### src/rtl/latch_seq_pkg.sv
// Shared types for the latch bank write sequencer.
// Provides the request opcode and FSM state encodings, plus the timer width helper.
package latch_seq_pkg;

  typedef enum logic [1:0] {
    OP_WRITE  = 2'b00,
    OP_CLEAR  = 2'b01,
    OP_PRESET = 2'b10,
    OP_RSVD   = 2'b11
  } op_e;

  typedef enum logic [1:0] {
    ST_IDLE  = 2'b00,
    ST_SETUP = 2'b01,
    ST_PULSE = 2'b10,
    ST_HOLD  = 2'b11
  } state_e;

  // Width needed to hold the longest phase length minus one (at least 1 bit).
  function automatic int unsigned timer_width(input int unsigned s,
                                              input int unsigned p,
                                              input int unsigned h);
    int unsigned m;
    m = s;
    if (p > m) m = p;
    if (h > m) m = h;
    return $clog2(m + 1);
  endfunction

endpackage

### src/rtl/phase_timer.sv
// Saturating down-counter shared by all sequencer phases.
// Ports: clk, rst (sync, active-high), load/load_val (reload on phase entry),
//        zero_c (count has reached zero).
module phase_timer #(
  parameter int unsigned W = 2
) (
  input  logic         clk,
  input  logic         rst,
  input  logic         load,
  input  logic [W-1:0] load_val,
  output logic         zero_c
);

  logic [W-1:0] count;

  // Stops at zero instead of wrapping, so an idle timer stays expired.
  always_ff @(posedge clk) begin
    if (rst) begin
      count <= '0;
    end else if (load) begin
      count <= load_val;
    end else if (count != '0) begin
      count <= count - W'(1);
    end
  end

  assign zero_c = (count == '0);

endmodule

### src/rtl/latch_bank_write_seq.sv
// Converts valid/ready write, clear and preset requests into timed strobes for
// a bank of D/E/RN/SETN latches: LD set up before the strobe, strobe held for a
// pulse width, LD held afterwards.
// Ports: CLK, RST (sync, active-high); REQ_VALID/REQ_READY/REQ_OP/REQ_ADDR/
//        REQ_DATA request channel; LD, LE, LRN, LSETN latch controls;
//        BUSY, DONE, ERR status.
module latch_bank_write_seq
  import latch_seq_pkg::*;
#(
  parameter int unsigned WIDTH     = 8,
  parameter int unsigned DEPTH     = 4,
  parameter int unsigned SETUP_CYC = 1,
  parameter int unsigned PULSE_CYC = 2,
  parameter int unsigned HOLD_CYC  = 1
) (
  input  logic                     CLK,
  input  logic                     RST,
  input  logic                     REQ_VALID,
  output logic                     REQ_READY,
  input  logic [1:0]               REQ_OP,
  input  logic [$clog2(DEPTH)-1:0] REQ_ADDR,
  input  logic [WIDTH-1:0]         REQ_DATA,
  output logic [WIDTH-1:0]         LD,
  output logic [DEPTH-1:0]         LE,
  output logic                     LRN,
  output logic                     LSETN,
  output logic                     BUSY,
  output logic                     DONE,
  output logic                     ERR
);

  localparam int unsigned AW = $clog2(DEPTH);
  localparam int unsigned TW = timer_width(SETUP_CYC, PULSE_CYC, HOLD_CYC);

  state_e          state, state_d;
  op_e             op_q, op_d;
  logic [AW-1:0]   addr_q, addr_d;
  logic            bad_q, bad_d;
  logic [WIDTH-1:0] ld_d;
  logic [DEPTH-1:0] le_d;
  logic            lrn_d, lsetn_d, busy_d, done_d, err_d;
  logic            tmr_load, tmr_zero;
  logic [TW-1:0]   tmr_val;
  logic            accept;

  assign REQ_READY = (state == ST_IDLE) && !RST;
  assign accept    = REQ_VALID && REQ_READY;

  phase_timer #(.W(TW)) u_timer (
    .clk      (CLK),
    .rst      (RST),
    .load     (tmr_load),
    .load_val (tmr_val),
    .zero_c   (tmr_zero)
  );

  // Next state, captured request and next registered outputs.
  always_comb begin
    state_d  = state;
    op_d     = op_q;
    addr_d   = addr_q;
    bad_d    = bad_q;
    ld_d     = LD;
    le_d     = '0;
    lrn_d    = 1'b1;
    lsetn_d  = 1'b1;
    done_d   = 1'b0;
    err_d    = 1'b0;
    tmr_load = 1'b0;
    tmr_val  = '0;

    case (state)
      ST_IDLE: begin
        if (accept) begin
          op_d     = op_e'(REQ_OP);
          addr_d   = REQ_ADDR;
          bad_d    = (op_d == OP_RSVD) ||
                     ((op_d == OP_WRITE) && (32'(REQ_ADDR) >= DEPTH));
          if (op_d == OP_WRITE) ld_d = REQ_DATA;
          state_d  = ST_SETUP;
          tmr_load = 1'b1;
          tmr_val  = TW'(SETUP_CYC - 1);
        end
      end
      ST_SETUP: begin
        if (tmr_zero) begin
          state_d  = ST_PULSE;
          tmr_load = 1'b1;
          tmr_val  = TW'(PULSE_CYC - 1);
        end
      end
      ST_PULSE: begin
        if (tmr_zero) begin
          state_d  = ST_HOLD;
          tmr_load = 1'b1;
          tmr_val  = TW'(HOLD_CYC - 1);
        end
      end
      ST_HOLD: begin
        if (tmr_zero) begin
          state_d = ST_IDLE;
          done_d  = 1'b1;
          err_d   = bad_q;
        end
      end
      default: state_d = ST_IDLE;
    endcase

    // Strobes are decoded from the next state so they line up with PULSE;
    // only one of LE/LRN/LSETN can be active for a given op.
    if ((state_d == ST_PULSE) && !bad_d) begin
      case (op_d)
        OP_WRITE:  le_d    = DEPTH'(1) << addr_d;
        OP_CLEAR:  lrn_d   = 1'b0;
        OP_PRESET: lsetn_d = 1'b0;
        default:   ;
      endcase
    end

    busy_d = (state_d != ST_IDLE);
  end

  // State and output registers.
  always_ff @(posedge CLK) begin
    if (RST) begin
      state  <= ST_IDLE;
      op_q   <= OP_WRITE;
      addr_q <= '0;
      bad_q  <= 1'b0;
      LD     <= '0;
      LE     <= '0;
      LRN    <= 1'b1;
      LSETN  <= 1'b1;
      BUSY   <= 1'b0;
      DONE   <= 1'b0;
      ERR    <= 1'b0;
    end else begin
      state  <= state_d;
      op_q   <= op_d;
      addr_q <= addr_d;
      bad_q  <= bad_d;
      LD     <= ld_d;
      LE     <= le_d;
      LRN    <= lrn_d;
      LSETN  <= lsetn_d;
      BUSY   <= busy_d;
      DONE   <= done_d;
      ERR    <= err_d;
    end
  end

endmodule

### config.mk
export PLATFORM = sky130hd
export DESIGN_NAME = latch_bank_write_seq
export DESIGN_NICKNAME = d
export VERILOG_FILES = /design/src/rtl/latch_seq_pkg.sv /design/src/rtl/phase_timer.sv /design/src/rtl/latch_bank_write_seq.sv
export SDC_FILE = /design/constraint.sdc
export NUM_CORES = 1
export LEC_CHECK = 0
export BUFFER_PORTS_ARGS = -buffer_cell sky130_fd_sc_hd__buf_2
export CORE_UTILIZATION = 54
export CTS_CLUSTER_DIAMETER = 150
export CTS_CLUSTER_SIZE = 12
export DETAILED_ROUTE_END_ITERATION = 8
export HOLD_SLACK_MARGIN = 0.05
export PLACE_DENSITY = 0.82
export SYNTH_ARGS = -nofsm -noshare
export SYNTH_HDL_FRONTEND = slang
export SYNTH_SLANG_ARGS = --single-unit
### constraint.sdc
create_clock -name CLK -period 3.6 [get_ports CLK]
set_clock_uncertainty 0.05 [all_clocks]
set_input_delay 0.18 -clock CLK [delete_from_list [all_inputs] [get_ports CLK]]
set_output_delay 0.18 -clock CLK [all_outputs]
set_load 0.05 [all_outputs]
## Yosys cells after proc, flatten, opt, wreduce, memory -nomap -nowiden

Index checks and enable logic that the tools add are counted.

| cells by class | value |
|---|---|
| $add $sub $neg | 1 |
| equal/unequal tests | 7 |
| shifts and indexed selects | 1 |
| muxes and demuxes | 20 |
| bitwise logic cells | 4 |
| reductions and logical operators | 18 |

Operators with widths:

| kind | count |
|---|---|
| 2-to-1 mux 2 bit | 10 |
| equality test 2 bit (second input constant) | 5 |
| logical NOT 2 bit | 4 |
| 2-to-1 mux 1 bit | 8 |
| case mux 2 bit (4 select lines) | 1 |
| nonzero test 2 bit | 3 |
| OR reduction 2 bit | 3 |
| OR reduction 3 bit | 2 |
| equality test 2 x 1 -> 1 bit (second input constant) | 2 |
| NOT 1 bit | 4 |
| << shifter 1 x 2 -> 4 bit (first input constant) | 1 |
| logical AND 1 bit | 3 |
| AND reduction 3 bit | 1 |
| logical NOT 1 bit | 2 |
| case mux 1 bit (2 select lines) | 1 |
| subtractor 2 x 1 -> 2 bit (second input constant) | 1 |

| storage, ports and cells | value |
|---|---|
| register bits after elaboration | 26 |
| input port bits | 15 |
| output and inout port bits | 18 |
| word-level logic and storage cells | 63 |

## Logic depth before layout (Yosys ltp)

| logic depth | value |
|---|---|
| word-level depth | 9 |
| mapped depth | 8 |

## By module

A second synthesis with hierarchy kept.

| second synthesis, totals | value |
|---|---|
| cell total of the unflattened synthesis | 125 |
| area, all modules | 1139.8 µm² |

By module, submodules not included:

| module | times used | cells each | area an instance (µm²) | seq. area each (µm²) |
|---|---|---|---|---|
| latch_bank_write_seq | 1 | 113 | 1018.5 | 480.5 |
| phase_timer | 1 | 12 | 121.4 | 40.0 |

## Least setup slack after synthesis

OpenSTA, ideal clock, no wires.

| timing | value |
|---|---|
| path kind | reg-to-reg |
| start point | register state[0] |
| end point | register LRN |
| setup time | 134 ps |
| arrival time | 1673 ps |
| data required time | 3416 ps |
| path slack | 1743 ps |
| cell stages (with the launch flop) | 7 |
| clock period less this slack | 1857 ps |
| cells stage by stage | dfxtp_1 > inv_1 > ha_1 > a21bo_2 > a21oi_1 > o31ai_1 > or4b_1 |

| on the way | value |
|---|---|
| word-level cells in the longest chain between the ends | 9 |
| elaborated cells between the ends (all ways) | 22 |

RTL lines:

| element | line | source |
|---|---|---|
| start, declared | latch_bank_write_seq.sv:35 | `state_e state, state_d;` |
| start signal, assigned | latch_bank_write_seq.sv:138 | `state <= state_d;` |
| logical NOT 2 bit | latch_bank_write_seq.sv:46, latch_bank_write_seq.sv:72 |  |
| logical AND 1 bit | latch_bank_write_seq.sv:46 | `assign REQ_READY = (state == ST_IDLE) && !RST;` |
| logical AND 1 bit | latch_bank_write_seq.sv:47 | `assign accept = REQ_VALID && REQ_READY;` |
| 2-to-1 mux 2 bit / 2-to-1 mux 1 bit (equally long branches) | latch_bank_write_seq.sv:74 | `if (accept) begin` |
| case mux 2 bit (4 select lines) / 2-to-1 mux 1 bit (equally long branches) | latch_bank_write_seq.sv:72 | `case (state)` |
| equality test 2 bit / logical NOT 1 bit (equally long branches) | latch_bank_write_seq.sv:111 | `if ((state_d == ST_PULSE) && !bad_d) begin` |
| logical AND 1 bit | latch_bank_write_seq.sv:111 |  |
| NOT 1 bit (no source line) | - |  |
| OR reduction 2 bit (no source line) | - |  |
| end signal, assigned | latch_bank_write_seq.sv:144 | `LRN <= lrn_d;` |
| end, declared | latch_bank_write_seq.sv:25 | `output logic LRN,` |

Several ways; a longest one is shown, not always the timed one.
A chain may end at the register's enable or synchronous reset.

## Worst setup path in the final report

| timing | value |
|---|---|
| start point | register state[1] |
| end point | register LE[1] |

| on the way | value |
|---|---|
| word-level cells in the longest chain between the ends | 9 |
| elaborated cells between the ends (all ways) | 25 |

RTL lines:

| element | line | source |
|---|---|---|
| logical NOT 2 bit | latch_bank_write_seq.sv:46, latch_bank_write_seq.sv:72 |  |
| logical AND 1 bit | latch_bank_write_seq.sv:46 |  |
| logical AND 1 bit | latch_bank_write_seq.sv:47 |  |
| 2-to-1 mux 2 bit / 2-to-1 mux 1 bit (equally long branches) | latch_bank_write_seq.sv:74 |  |
| case mux 2 bit (4 select lines) / 2-to-1 mux 1 bit (equally long branches) | latch_bank_write_seq.sv:72 |  |
| equality test 2 bit / logical NOT 1 bit (equally long branches) | latch_bank_write_seq.sv:111 |  |
| logical AND 1 bit | latch_bank_write_seq.sv:111 |  |
| NOT 1 bit (no source line) | - |  |
| OR reduction 3 bit (no source line) | - |  |
| end signal, assigned | latch_bank_write_seq.sv:143 | `LE <= le_d;` |
| end, declared | latch_bank_write_seq.sv:24 | `output logic [DEPTH-1:0] LE,` |

Several ways; a longest one is shown, not always the timed one.

==> results.py <==
metrics = {
    "timing": {
        "postLayoutSetupSlackWorst_ns": 1.45,
        "setup_tns_ns": 0,
        "timing.final.max_slew_violations": 0,
        "rsz0062_at_grt": "false",
        "whs_ns": 0.0889,
        "fmax_mhz": 465,
        "hold_viol": 0,
        "final.min_clock_period_ns": 2.15,
        "setup_viol": 0,
        "finalCritPeriodShare": 0.598,
        "worstMarginPinSlew_ns": 0.779,
        "max-slew-margin-rel": 0.476,
    },
    "detailed_routing": {
        "wirelength_um": 2520,
        "ant_nets": 0,
        "drt_drc_violations_left": 0,
        "wl_per_cell_um": 12.4,
        "first_pass_iters": 4,
        "drt_iter0_drc": 17,
        "vias": 1079,
        "viasPerCell": 5.29,
    },
    "pwr": {
        "peakVddDrop_mv": 0.408,
        "swShare": 0.392,
        "internal-power_uw": 495,
        "combPwrFrac": 0.402,
        "seqPwrFrac": 0.421,
        "power.switching_uw": 318,
        "p_leak_uw": 0.000612,
        "p_per_area_mw_per_mm2": 564,
        "clkPwrFrac": 0.177,
    },
    "placed_design": {
        "gp_congestion": 0.755,
        "dpl_worst_slack_ns": 1.48,
        "portBuffers": 32,
        "placed_cells_incl_taps": 192,
        "place_hpwl_um": 1680,
    },
    "cts": {
        "cts_resized": 0,
        "postCtsSetupBuffers": 0,
        "clockBufferDepth": 2,
        "cts.clk_slew.worst_paths_ns": 0.14,
        "h-tree-depth": 1,
        "ctsHoldBuffers": 7,
        "cts_made_buffers": 3,
        "cts_tree": "yes",
        "clock_sinks": 26,
        "clockRootBuffer": "clkbuf_4",
        "clk_latency_ns": 0.32,
    },
    "critical_path": {
        "crit_arrival_ns": 2.34,
        "crit_type": "flip-flop to flip-flop",
        "crit_required_ns": 3.79,
        "endpoint_kind": "flip-flop",
        "cp-start-kind": "flip-flop",
        "path_max_fanout": 20,
    },
    "finish": {
        "instances_no_fill": 204,
        "diodes": 0,
        "post-route-util": 0.721,
        "drive_above_1_share": 0.215,
        "final_nets": 199,
        "syn_to_final_growth_pct": 23.8,
    },
    "logic_synthesis": {
        "ys_seq_elements": 26,
        "ys_seq_area_frac": 0.447,
        "netlist_instances": 140,
        "synth_warnings": 0,
        "synth_cell_types": 29,
        "syn_area_mm2": 0.00116,
        "syn_nets": 161,
        "syn_avg_cell_area_um2": 8.32,
    },
    "global_route": {
        "grt_first_pass_wirelength_um": 4170,
        "grt_pass1_vias": 1030,
        "grt_max_degree": 26,
        "antenna_found_initial": 0,
        "grt_usage": 0.226,
        "grt-ovfl-total": 0,
    },
    "floorplanning": {
        "dieArea_mm2": 0.00235,
        "num_rows": 16,
        "die_h_um": 48.4,
        "ios": 33,
        "core-area_mm2": 0.00200,
        "chipWidth_um": 48.4,
        "initial_core_util": 0.582,
    },
    "min_path": {
        "hold_path.class": "primary input to flip-flop",
    },
    "flow_run": {
        "drv_cap": 0,
    },
    "status": {
        "outcome": "finished, final reports clean",
    },
}
[per-stage QoR]
| stage | instance area, um2 | power (uW) |
|---|---|---|
| 2_1_floorplan | 1160 | 602 |
| 3_3_place_gp | 1330 | 654 |
| 3_5_place_dp | 1330 | 663 |
| 4_1_cts | 1430 | 810 |
| 5_1_grt | 1440 | 867 |
| 6_report | 1440 | 813 |
[routing by layer]
metal  global-route usage  up-vias  routed length, um
met2                0.418       26               1270
met1                0.268      495               1140
met4               0.0735        0                 12
met5                    0        -                  0
li1                     -      556                  -
met3               0.0283        2                 96
[layout make-up]
| class | instances | area, um2 |
|---|---|---|
| Clock buffer | 4 | 36.3 |
| Fill cell | 158 | 559 |
| Inverter | 11 | 41.3 |
| Multi-Input combinational cell | 96 | 571 |
| Sequential cell | 26 | 520 |
| Tap cell | 27 | 33.8 |
| Timing Repair Buffer | 40 | 240 |
[worst paths after layout]
| check | start | to | slack (ns) | cells after the start |
|---|---|---|---|---|
| min | REQ_OP[1] | op_q[1] | 0.09 | 3 |
| max | state[1] | LE[1] | 1.45 | 6 |
| max reg2reg | state[1] | LE[1] | 1.45 | 6 |
| min reg2reg | LD[2] | LD[2] | 0.41 | 2 |
[synth_stat cells]
master	instances	share of area
nand2_1	27	0.087
dfxtp_1	26	0.45
a21oi_1	15	0.064
inv_1	11	0.035
nor3_1	10	0.043
a31oi_1	6	0.032
ha_1	6	0.064
nor2_1	5	0.016
clkbuf_1	4	0.013
nor3b_1	4	0.026
nor2b_1	3	0.016
o21ai_0	3	0.013
buf_2	2	0.0086
o21bai_1	2	0.013
or4b_1	2	0.017
a211o_1	1	0.0075
a211oi_1	1	0.0064
a21bo_2	1	0.0086
a21boi_0	1	0.0064
and3b_1	1	0.0075
buf_4	1	0.0064
nand3_1	1	0.0043
nand3b_4	1	0.017
nand4_1	1	0.0054
nand4b_1	1	0.0075
o22a_1	1	0.0075
o311ai_0	1	0.0075
o31ai_1	1	0.0064
or3_1	1	0.0054
[power groups by stage]
stage,sequential [uW],combinational [uW],clock [uW]
detailed placement,348,315,0
floorplan,395,206,0
finish,342,327,144
global route,346,363,157
CTS,342,324,145
global placement,346,308,0
[flip-flops by register name, summed over array words and instances (netlist names)]
| signal | count |
|---|---|
| state | 2 |
| DONE | 1 |
| LD | 8 |
| u_timer.count | 2 |
| op_q | 2 |
| LSETN | 1 |
| bad_q | 1 |
| ERR | 1 |
| LE | 4 |
| addr_q | 2 |
| LRN | 1 |
| BUSY | 1 |
[cell families after synthesis]
logic type	after synthesis	share of synthesized area
AND/OR/NAND/NOR	57	0.252
AO/OA/AOI/OAI	33	0.173
buffers and inverters	18	0.0634
flip-flops	26	0.447
adder cells (fa/ha/maj)	6	0.0644
[worst max-delay path, stage by stage, from the launching register on]
cell and delay, ns:
dfxtp_1 0.38, inv_1 0.12, ha_1 0.26, nand3b_4 0.22
or3_1 0.51, a211o_1 0.35, nor3_1 0.19
[cell usage in the layout, fill, tap and decap left out]
cell type and n:
nand3b_4 1, o22a_1 1, a21oi_1 15, dfxtp_1 26, nor3_1 10, and3b_1 1
nand3_1 1, or3_1 1, a211o_1 1, clkbuf_8 1, a21boi_0 1, o21ai_0 3
o311ai_0 1, nand2_1 27, a211oi_1 1, inv_1 11, clkbuf_4 3, o21bai_1 2
ha_1 6, nor2_1 5, a21bo_2 1, nand4_1 1, nor3b_1 4, dlygate4sd3_1 8
buf_2 32, nand4b_1 1, or4b_1 2, a31oi_1 6, nor2b_1 3, o31ai_1 1
Power figures use the tool's default switching activity.
